[config.mk]
export PLATFORM = sky130hd
export DESIGN_NAME = ctrl_fsm
export DESIGN_NICKNAME = d
export VERILOG_FILES = /design/src/rtl/ctrl_pkg.sv /design/src/rtl/ctrl_decode.sv /design/src/rtl/ctrl_fsm.sv
export SDC_FILE = /design/constraint.sdc
export NUM_CORES = 1
export LEC_CHECK = 0
export CORE_MARGIN = 3
export CORE_UTILIZATION = 51
export CTS_BUF_LIST = sky130_fd_sc_hd__clkbuf_4 sky130_fd_sc_hd__clkbuf_8 sky130_fd_sc_hd__clkbuf_16
export DETAILED_ROUTE_END_ITERATION = 16
export PLACE_DENSITY = 0.82
export RECOVER_POWER = 25
export SETUP_SLACK_MARGIN = 0.15
export SYNTH_ARGS = -nofsm -noshare
export SYNTH_HDL_FRONTEND = slang
export SYNTH_HIERARCHICAL = 1
export SYNTH_SLANG_ARGS = --single-unit
[constraint.sdc]
create_clock -name CLK -period 2.7 [get_ports CLK]
set_input_delay 0.54 -clock CLK [delete_from_list [all_inputs] [get_ports CLK]]
set_output_delay 0.54 -clock CLK [all_outputs]
set_load 0.05 [all_outputs]
[src/rtl/ctrl_pkg.sv]
// Shared types for the multi-cycle control unit: FSM states, opcode map,
// ALU operation codes and the bundle of datapath select lines.
package ctrl_pkg;

  localparam int unsigned OPCODE_W = 4;
  localparam int unsigned ALU_OP_W = 3;

  typedef enum logic [2:0] {
    ST_IDLE,
    ST_INIT,
    ST_RUN,
    ST_MEM_WAIT,
    ST_HALT
  } state_t;

  typedef enum logic [OPCODE_W-1:0] {
    OP_LW   = 4'd0,
    OP_SW   = 4'd1,
    OP_ADD  = 4'd2,
    OP_SUB  = 4'd3,
    OP_AND  = 4'd4,
    OP_OR   = 4'd5,
    OP_SHL  = 4'd6,
    OP_SHR  = 4'd7,
    OP_ADDI = 4'd8,
    OP_BRZ  = 4'd9,
    OP_BRNZ = 4'd10,
    OP_JMP  = 4'd11,
    OP_JMPR = 4'd12,
    OP_CALL = 4'd13,
    OP_SLT  = 4'd14,
    OP_SYS  = 4'd15
  } opcode_t;

  localparam logic [ALU_OP_W-1:0] ALU_ADD  = 3'd0;
  localparam logic [ALU_OP_W-1:0] ALU_SUB  = 3'd1;
  localparam logic [ALU_OP_W-1:0] ALU_AND  = 3'd2;
  localparam logic [ALU_OP_W-1:0] ALU_OR   = 3'd3;
  localparam logic [ALU_OP_W-1:0] ALU_SHL  = 3'd4;
  localparam logic [ALU_OP_W-1:0] ALU_SHR  = 3'd5;
  localparam logic [ALU_OP_W-1:0] ALU_SLT  = 3'd6;
  localparam logic [ALU_OP_W-1:0] ALU_PASS = 3'd7;

  typedef struct packed {
    logic                branch_rel_nz;
    logic                branch_rel_z;
    logic                branch_abs;
    logic                reg_write_en;
    logic                reg_sel;
    logic                lut_in;
    logic                mem_to_reg;
    logic                alu_src;
    logic                alu_sc_in;
    logic                read_mem;
    logic                write_mem;
    logic [ALU_OP_W-1:0] alu_op;
  } ctrl_bundle_t;

endpackage

[src/rtl/ctrl_decode.sv]
// Pure opcode/fcode decoder; the FSM decides when these selects reach the datapath.
module ctrl_decode
  import ctrl_pkg::*;
(
  input  logic [OPCODE_W-1:0] opcode,
  input  logic                fcode,
  output ctrl_bundle_t        ctrl,
  output logic                is_load,
  output logic                is_halt
);

  always_comb begin
    ctrl    = '0;
    is_load = 1'b0;
    is_halt = 1'b0;
    case (opcode_t'(opcode))
      OP_LW: begin
        ctrl.read_mem = 1'b1;
        is_load       = 1'b1;
      end
      OP_SW:   ctrl.write_mem = 1'b1;
      OP_ADD:  begin ctrl.reg_write_en = 1'b1; ctrl.alu_op = ALU_ADD; end
      OP_SUB:  begin ctrl.reg_write_en = 1'b1; ctrl.alu_op = ALU_SUB; end
      OP_AND:  begin ctrl.reg_write_en = 1'b1; ctrl.alu_op = ALU_AND; end
      OP_OR:   begin ctrl.reg_write_en = 1'b1; ctrl.alu_op = ALU_OR;  end
      OP_SLT:  begin ctrl.reg_write_en = 1'b1; ctrl.alu_op = ALU_SLT; end
      OP_SHL: begin
        ctrl.reg_write_en = 1'b1;
        ctrl.alu_op       = ALU_SHL;
        ctrl.alu_sc_in    = fcode;
      end
      OP_SHR: begin
        ctrl.reg_write_en = 1'b1;
        ctrl.alu_op       = ALU_SHR;
        ctrl.alu_sc_in    = fcode;
      end
      OP_ADDI: begin
        ctrl.reg_write_en = 1'b1;
        ctrl.alu_src      = 1'b1;
        ctrl.alu_op       = ALU_ADD;
      end
      OP_BRZ:  begin ctrl.branch_rel_z  = 1'b1; ctrl.alu_op = ALU_PASS; end
      OP_BRNZ: begin ctrl.branch_rel_nz = 1'b1; ctrl.alu_op = ALU_PASS; end
      OP_JMP:  ctrl.branch_abs = 1'b1;
      OP_JMPR: begin ctrl.branch_abs = 1'b1; ctrl.lut_in = 1'b1; end
      OP_CALL: begin ctrl.reg_sel = 1'b1; ctrl.reg_write_en = 1'b1; end
      OP_SYS:  is_halt = fcode;
      default: ;
    endcase
  end

endmodule

[src/rtl/ctrl_fsm.sv]
// Multi-cycle control unit: sequences init/run/load-wait/halt around the
// combinational decoder and counts retired instructions.
module ctrl_fsm
  import ctrl_pkg::*;
#(
  parameter int unsigned INIT_CYCLES = 2,
  parameter int unsigned LOAD_WAIT   = 1,
  parameter int unsigned CNT_W       = 16
) (
  input  logic                CLK,
  input  logic                reset_n,
  input  logic                run_req,
  input  logic [OPCODE_W-1:0] opcode,
  input  logic                fcode,
  input  logic                done_in,
  output logic                START,
  output logic                pc_hold,
  output logic                CTRL_branch_rel_nz,
  output logic                CTRL_branch_rel_z,
  output logic                CTRL_branch_abs,
  output logic                CTRL_reg_write_en,
  output logic                CTRL_reg_sel,
  output logic                CTRL_lut_in,
  output logic                CTRL_mem_to_reg,
  output logic                CTRL_alu_src,
  output logic                CTRL_alu_sc_in,
  output logic                CTRL_read_mem,
  output logic                CTRL_write_mem,
  output logic [ALU_OP_W-1:0] CTRL_alu_op,
  output logic                busy,
  output logic                halted,
  output logic [CNT_W-1:0]    instr_count
);

  localparam int unsigned WAIT_MAX = (INIT_CYCLES > LOAD_WAIT) ? INIT_CYCLES : LOAD_WAIT;
  localparam int unsigned WAIT_W   = (WAIT_MAX > 1) ? $clog2(WAIT_MAX) : 1;

  state_t             state_q, state_d;
  logic [WAIT_W-1:0]  wait_q, wait_d;
  logic [CNT_W-1:0]   cnt_q, cnt_d;
  ctrl_bundle_t       load_q, load_d;
  ctrl_bundle_t       dec_ctrl, ctrl;
  logic               dec_load, dec_halt;

  ctrl_decode u_decode (
    .opcode  (opcode),
    .fcode   (fcode),
    .ctrl    (dec_ctrl),
    .is_load (dec_load),
    .is_halt (dec_halt)
  );

  always_ff @(posedge CLK or negedge reset_n) begin
    if (!reset_n) begin
      state_q <= ST_IDLE;
      wait_q  <= '0;
      cnt_q   <= '0;
      load_q  <= '0;
    end else begin
      state_q <= state_d;
      wait_q  <= wait_d;
      cnt_q   <= cnt_d;
      load_q  <= load_d;
    end
  end

  always_comb begin
    state_d = state_q;
    wait_d  = wait_q;
    cnt_d   = cnt_q;
    load_d  = load_q;
    ctrl    = '0;
    START   = 1'b0;
    pc_hold = 1'b0;
    busy    = 1'b0;
    halted  = 1'b0;
    unique case (state_q)
      ST_IDLE: begin
        START = 1'b1;
        if (run_req) begin
          state_d = ST_INIT;
          wait_d  = WAIT_W'(INIT_CYCLES - 1);
          cnt_d   = '0;
        end
      end
      ST_INIT: begin
        START = 1'b1;
        busy  = 1'b1;
        if (wait_q == '0) state_d = ST_RUN;
        else              wait_d  = wait_q - WAIT_W'(1);
      end
      ST_RUN: begin
        busy = 1'b1;
        ctrl = dec_ctrl;
        // A load owns the slot: done_in is only honoured once it has written back.
        if (dec_load) begin
          pc_hold = 1'b1;
          load_d  = dec_ctrl;
          wait_d  = WAIT_W'(LOAD_WAIT - 1);
          state_d = ST_MEM_WAIT;
        end else if (dec_halt) begin
          state_d = ST_HALT;
        end else begin
          cnt_d = cnt_q + CNT_W'(1);
          if (done_in) state_d = ST_HALT;
        end
      end
      ST_MEM_WAIT: begin
        busy          = 1'b1;
        ctrl          = load_q;
        ctrl.read_mem = 1'b1;
        if (wait_q == '0) begin
          ctrl.mem_to_reg   = 1'b1;
          ctrl.reg_write_en = 1'b1;
          cnt_d             = cnt_q + CNT_W'(1);
          state_d           = ST_RUN;
        end else begin
          pc_hold = 1'b1;
          wait_d  = wait_q - WAIT_W'(1);
        end
      end
      ST_HALT: begin
        pc_hold = 1'b1;
        halted  = 1'b1;
        if (run_req) begin
          state_d = ST_INIT;
          wait_d  = WAIT_W'(INIT_CYCLES - 1);
          cnt_d   = '0;
        end
      end
      default: state_d = ST_IDLE;
    endcase
  end

  assign CTRL_branch_rel_nz = ctrl.branch_rel_nz;
  assign CTRL_branch_rel_z  = ctrl.branch_rel_z;
  assign CTRL_branch_abs    = ctrl.branch_abs;
  assign CTRL_reg_write_en  = ctrl.reg_write_en;
  assign CTRL_reg_sel       = ctrl.reg_sel;
  assign CTRL_lut_in        = ctrl.lut_in;
  assign CTRL_mem_to_reg    = ctrl.mem_to_reg;
  assign CTRL_alu_src       = ctrl.alu_src;
  assign CTRL_alu_sc_in     = ctrl.alu_sc_in;
  assign CTRL_read_mem      = ctrl.read_mem;
  assign CTRL_write_mem     = ctrl.write_mem;
  assign CTRL_alu_op        = ctrl.alu_op;
  assign instr_count        = cnt_q;

endmodule
After elaboration in Yosys (flattened, before gate mapping)
Index checks and enable logic that the tools add are counted.
W data, S select, Z words.
{"block": "classes", "n_reduce_logical": 16, "mux": 36, "n_eq_ne": 26, "addsub": 2}
{"operator": "$mux W16", "n": 4}
{"operator": "$pmux W16 S3", "n": 1}
{"operator": "$eq A4 B4 Y1 const B", "n": 8}
{"operator": "$pmux W14 S2", "n": 1}
{"operator": "$mux W1", "n": 21}
{"operator": "$pmux W3 S7", "n": 1}
{"operator": "$add A16 B1 Y16 const B", "n": 1}
{"operator": "$eq A4 B3 Y1 const B", "n": 4}
{"operator": "$mux W3", "n": 5}
{"operator": "$reduce_or A2 Y1", "n": 6}
{"operator": "$ne A2 B2 Y1 const B", "n": 5}
{"operator": "$pmux W3 S3", "n": 1}
{"operator": "$reduce_or A9 Y1", "n": 1}
{"operator": "$eq A4 B2 Y1 const B", "n": 2}
{"operator": "$eq A3 B2 Y1 const B", "n": 2}
{"operator": "$pmux W1 S3", "n": 2}
{"operator": "$reduce_and A3 Y1", "n": 2}
{"operator": "$reduce_bool A3 Y1", "n": 2}
{"operator": "$reduce_and A5 Y1", "n": 1}
{"operator": "$eq A4 B1 Y1 const B", "n": 1}
{"operator": "$logic_not A4 Y1", "n": 1}
{"operator": "$ne A4 B4 Y1 const B", "n": 1}
{"operator": "$eq A3 B1 Y1 const B", "n": 1}
{"operator": "$eq A3 B3 Y1 const B", "n": 1}
{"operator": "5 further kinds", "n": 5}
{"block": "totals", "word_cells": 93, "reg_bits": 32}

Longest topological paths before layout
{"block": "depth", "depth_word": 5, "ltp_mapped": 9}

Cells and area by module
Netlist, hierarchy kept.
{"mod": "ctrl_fsm", "cells_per_inst": 186, "n_inst": 1, "area_per_inst_um2": 1864.3, "seq_area_each_um2": 825.8}
{"mod": "ctrl_decode", "cells_per_inst": 37, "n_inst": 1, "area_per_inst_um2": 239.0, "seq_area_each_um2": 0.0}

Worst setup path before layout
OpenSTA, ideal clock, no wires.
{"block": "synth_timing", "kind": "input -> output", "from": "input port opcode[3]", "to": "output port pc_hold", "slack_ps": -83, "n_path_buf": 1, "path_stages": 4, "arrival_time_ps": 2243, "t_required_ps": 2160, "path_cell_list": "buf_4 nor4_1 a21oi_1 o22ai_1"}
{"block": "synth_between", "elab_chain_len": 4}
{"item": "start: declaration", "line": "ctrl_fsm.sv:13", "text": "input logic [OPCODE_W-1:0] opcode,"}
{"item": "$logic_not A4 Y1", "line": "ctrl_decode.sv:16", "text": "case (opcode_t'(opcode))"}
{"item": "$mux W1", "line": "ctrl_decode.sv:16"}
{"item": "named net dec_load", "line": "ctrl_fsm.sv:43", "text": "logic dec_load, dec_halt;"}
{"item": "$mux W1", "line": "ctrl_fsm.sv:96", "text": "if (dec_load) begin"}
{"item": "$pmux W1 S3", "line": "ctrl_fsm.sv:77", "text": "unique case (state_q)"}
{"item": "end: declaration", "line": "ctrl_fsm.sv:17", "text": "output logic pc_hold,"}
The timed path passes the listed nets, and every way through them passes these cells.

==> results.md <==
- Outcome: finished, violations left
- Failing checks: capacitance limit, slew limit
- Leakage: 1.34 nW
- Endpoints failing setup: 0
- Reg-to-reg slack, setup: 0.63 ns
- CTS sink count: 33
- WP data required: 2.16 ns
- Die Y-Extent: 70.2 um
- Final WL: around 6300 um
- Initial DRC Count: 187
- Crit-path cells: clkdlybuf4s15_1, buf_6, buf_4, nand2b_1, o22ai_2, mux2i_1, nor2_1, buf_12
- Footprint of the multi-input gates: 1210 sq um
- Post-synth EDFFs: 0
- First-pass GRT wire length: 9970 um
- Layout cells sized above 1: about a third
- Antenna violations before repair: 0
- Top Ports: 43
- YS warnings: 6
- RSZ-0062 raised after global routing: yes
- Clock group share of total power: 17.3%
- Worst setup EP type: output pin
- Non-Filler Instances: 329
- Fin nets: between 200 and 300
- Count of different cell masters after synthesis: 50
- Switching Fraction: ~44%
- Clock Latency Late Sink: 0.29 ns
- Avg WL per Cell: 19.3 um
- #FFs+latches synth: 33
- Post-synth top area cell: dfrtp_1
- # rows: 22
- Final worst clock skew: approximately 0.0085 ns
- Reg2Reg Depth: 6
- H-Tree Depth: 2
- DR vias: 2095
- Placed Instances: 311
- Tot Pwr: 0.00289 W
- Fill cells: roughly 210
- Mapped Nets: 233
- CP Launch Type: primary input
- Die area: approximately 4900 sq um
- Gr ovfl total: 0
- Worst hold-check path type: reg -> reg
- Most frequent cells in the layout: dfrtp_1 (33), nor2_1 (23), buf_4 (23)
- Clock Tree Buf Depth: 2
- Worst IR Drop VDD: 0.631 mV
- DRC: 0
- Flop pwr share: 25.4%
- Final Hold Viols: 0
- Fin Hold WS: 0.512 ns
- WP data arrival: 2.01 ns
- Routability cong.: 0.827
- Port Buf Inserts: 42
- Net Switching: 0.00128 W
- Root buf cell: clkbuf_8
- Hold-critical path depth: 1
- Sequential area share after synthesis: ~39%
- Area grow syn2layout: 45.4%
- Crit-path slowest cell: o22ai_2
- Crit-path leading delay family: buffers and inverters
- Highest Clock Rate: 392 MHz
- Crit path depth: 8
- Setup Crit Path Kind: in -> out
- Int Pwr: 0.00160 W
- Router iterations before antenna repair: 5
- Synthesized instance count: roughly 220
- Largest net degree at the start of global routing: 34
- Final period util: between 90% and 100%
- Pwr per Cell Area: 943 nW/um^2
- Starting Density: between 50% and 60%
- Post-DP HPWL: around 3600 um
- Num CTS Buffers: 5
- Reg area: 826 sq um
- Fin. max-slew vios: 34
- Vias per Instance: around 6.4
- Total core area: roughly 3800 sq um
- Max transition margin: -20.4%
- Chip width: 70.2 um
- Largest stage delay, worst path: 0.26 ns
- Post-CTS Hold Buffers: 0
- Ant diodes: 0
- Synth top area cells: dfrtp_1 (39%), mux2_2 (8.0%), mux2i_1 (5.2%)
- TNS Setup: 0 ns
- Worst slew pin tran: between 1.5 and 2 ns
- Max-cap check violation count: 1
- Mapped cell area: 2100 sq um
- Minimum clock period: 2.55 ns
- Most used flip-flop cell after synthesis: dfrtp_1
- Syn_area_per_cell: 9.43 sq um
- TritonCTS clock tree: yes
- Combinational Power Share: between 50% and 60%
- GRT Util Overall: 25.2%
- Routed Antenna Nets: 0
- Crit-path max FO: 4
- Number of global-route vias before repair: 2040
- Yosys top cell area share: between 30% and 40%
- Worst path buffer plus inverter count: 4
- Commonest non-fill, non-tap cell in the layout: dfrtp_1
- Clock Pin Slew Worst Setup and Hold Paths: 0.07 ns
- FFs w/ async S/R, synth: between 90% and 100%
routing by layer:
| layer | share of wire (%) | routed length (um) | GRT usage, % | vias up |
|---|---|---|---|---|
| met5 | 0 | 0 | 0 | - |
| met4 | 2.3 | 145 | 8.51 | 0 |
| met3 | 6.6 | 416 | 5.61 | 17 |
| met2 | 51 | 3220 | 42.8 | 115 |
| met1 | 40 | 2550 | 31.3 | 1026 |
| li1 | - | - | - | 937 |
per-stage QoR:
step / utilization (%) / area (sq um) / worst slack (ns)
detailed placement: 72.4 / 2770 / -0.151
global placement: 72.4 / 2770 / -0.113
global route: 80.0 / 3060 / 0.0806
CTS: 78.4 / 3000 / 0.172
floorplan: - / 2110 / 0.181
finish: 80.0 / 3060 / 0.148
logic make-up after synthesis:
family	share of synthesized area, %
DFF	39.3
other	0.178
adders and majority gates	0.595
AOI/OAI and AO/OA	22.2
muxes	13.3
xor gates and xnor gates	0.416
and+or+nand+nor	16.7
buffers and inverters	7.38
power by group through the flow:
stage	clock network, W	registers (W)	logic, W
2_1_floorplan	0	0.000777	0.000974
3_3_place_gp	0	0.000718	0.00153
3_5_place_dp	0	0.000722	0.00156
4_1_cts	0.000501	0.000721	0.00160
5_1_grt	0.000525	0.000748	0.00173
6_report	0.000498	0.000733	0.00165
path summary, 6_finish.rpt:
check / startpoint / end
min in group asynchronous: reset_n / instr_count[11]$_DFFE_PN0P_
min: instr_count[11]$_DFFE_PN0P_ / instr_count[11]$_DFFE_PN0P_
max reg2reg: state_q[0]$_DFFE_PN0P_ / instr_count[15]$_DFFE_PN0P_
min reg2reg: instr_count[11]$_DFFE_PN0P_ / instr_count[11]$_DFFE_PN0P_
max in group asynchronous: reset_n / wait_q$_DFFE_PN0P_
max: opcode[2] / CTRL_alu_op[0]
synth_stat cells (all sizes together) (2+ instances only):
master,number
inv,7
nand2b,5
o21a,2
a41oi,3
buf,13
nand3,5
nand4,2
mux2i,11
a21oi,8
and2,2
or2,2
nor2,27
nand3b,2
o22ai,5
nand2,10
mux2,15
a41o,2
a31o,5
nor2b,2
clkbuf,7
a21o,2
a31oi,17
nor3,4
o21ai,9
dfrtp,33
o211ai,3
final cells by class:
type	count	share of cell area, %
clock inverters	1	0.982
clock buffers	7	2.94
inverters	7	0.859
repair buffers	70	26.7
multi-input cells	163	39.6
well taps	48	1.96
flip-flops and latches	33	27.0
flip-flops by register name, summed over array words and instances (netlist names):
name and flops:
instr_count 16, load_q 13, state_q 3, wait_q 1
repair_timing:
| item | in CTS | in global routing |
|---|---|---|
| setup buffers | 9 | 1 |
| gates resized for setup | 15 | 11 |
| pin swaps | 3 | 5 |
| setup endpoints to repair | 8 | 11 |
| endpoints found under the hold margin | 0 | 0 |
Note: power is estimated with default switching activity, not from simulation.
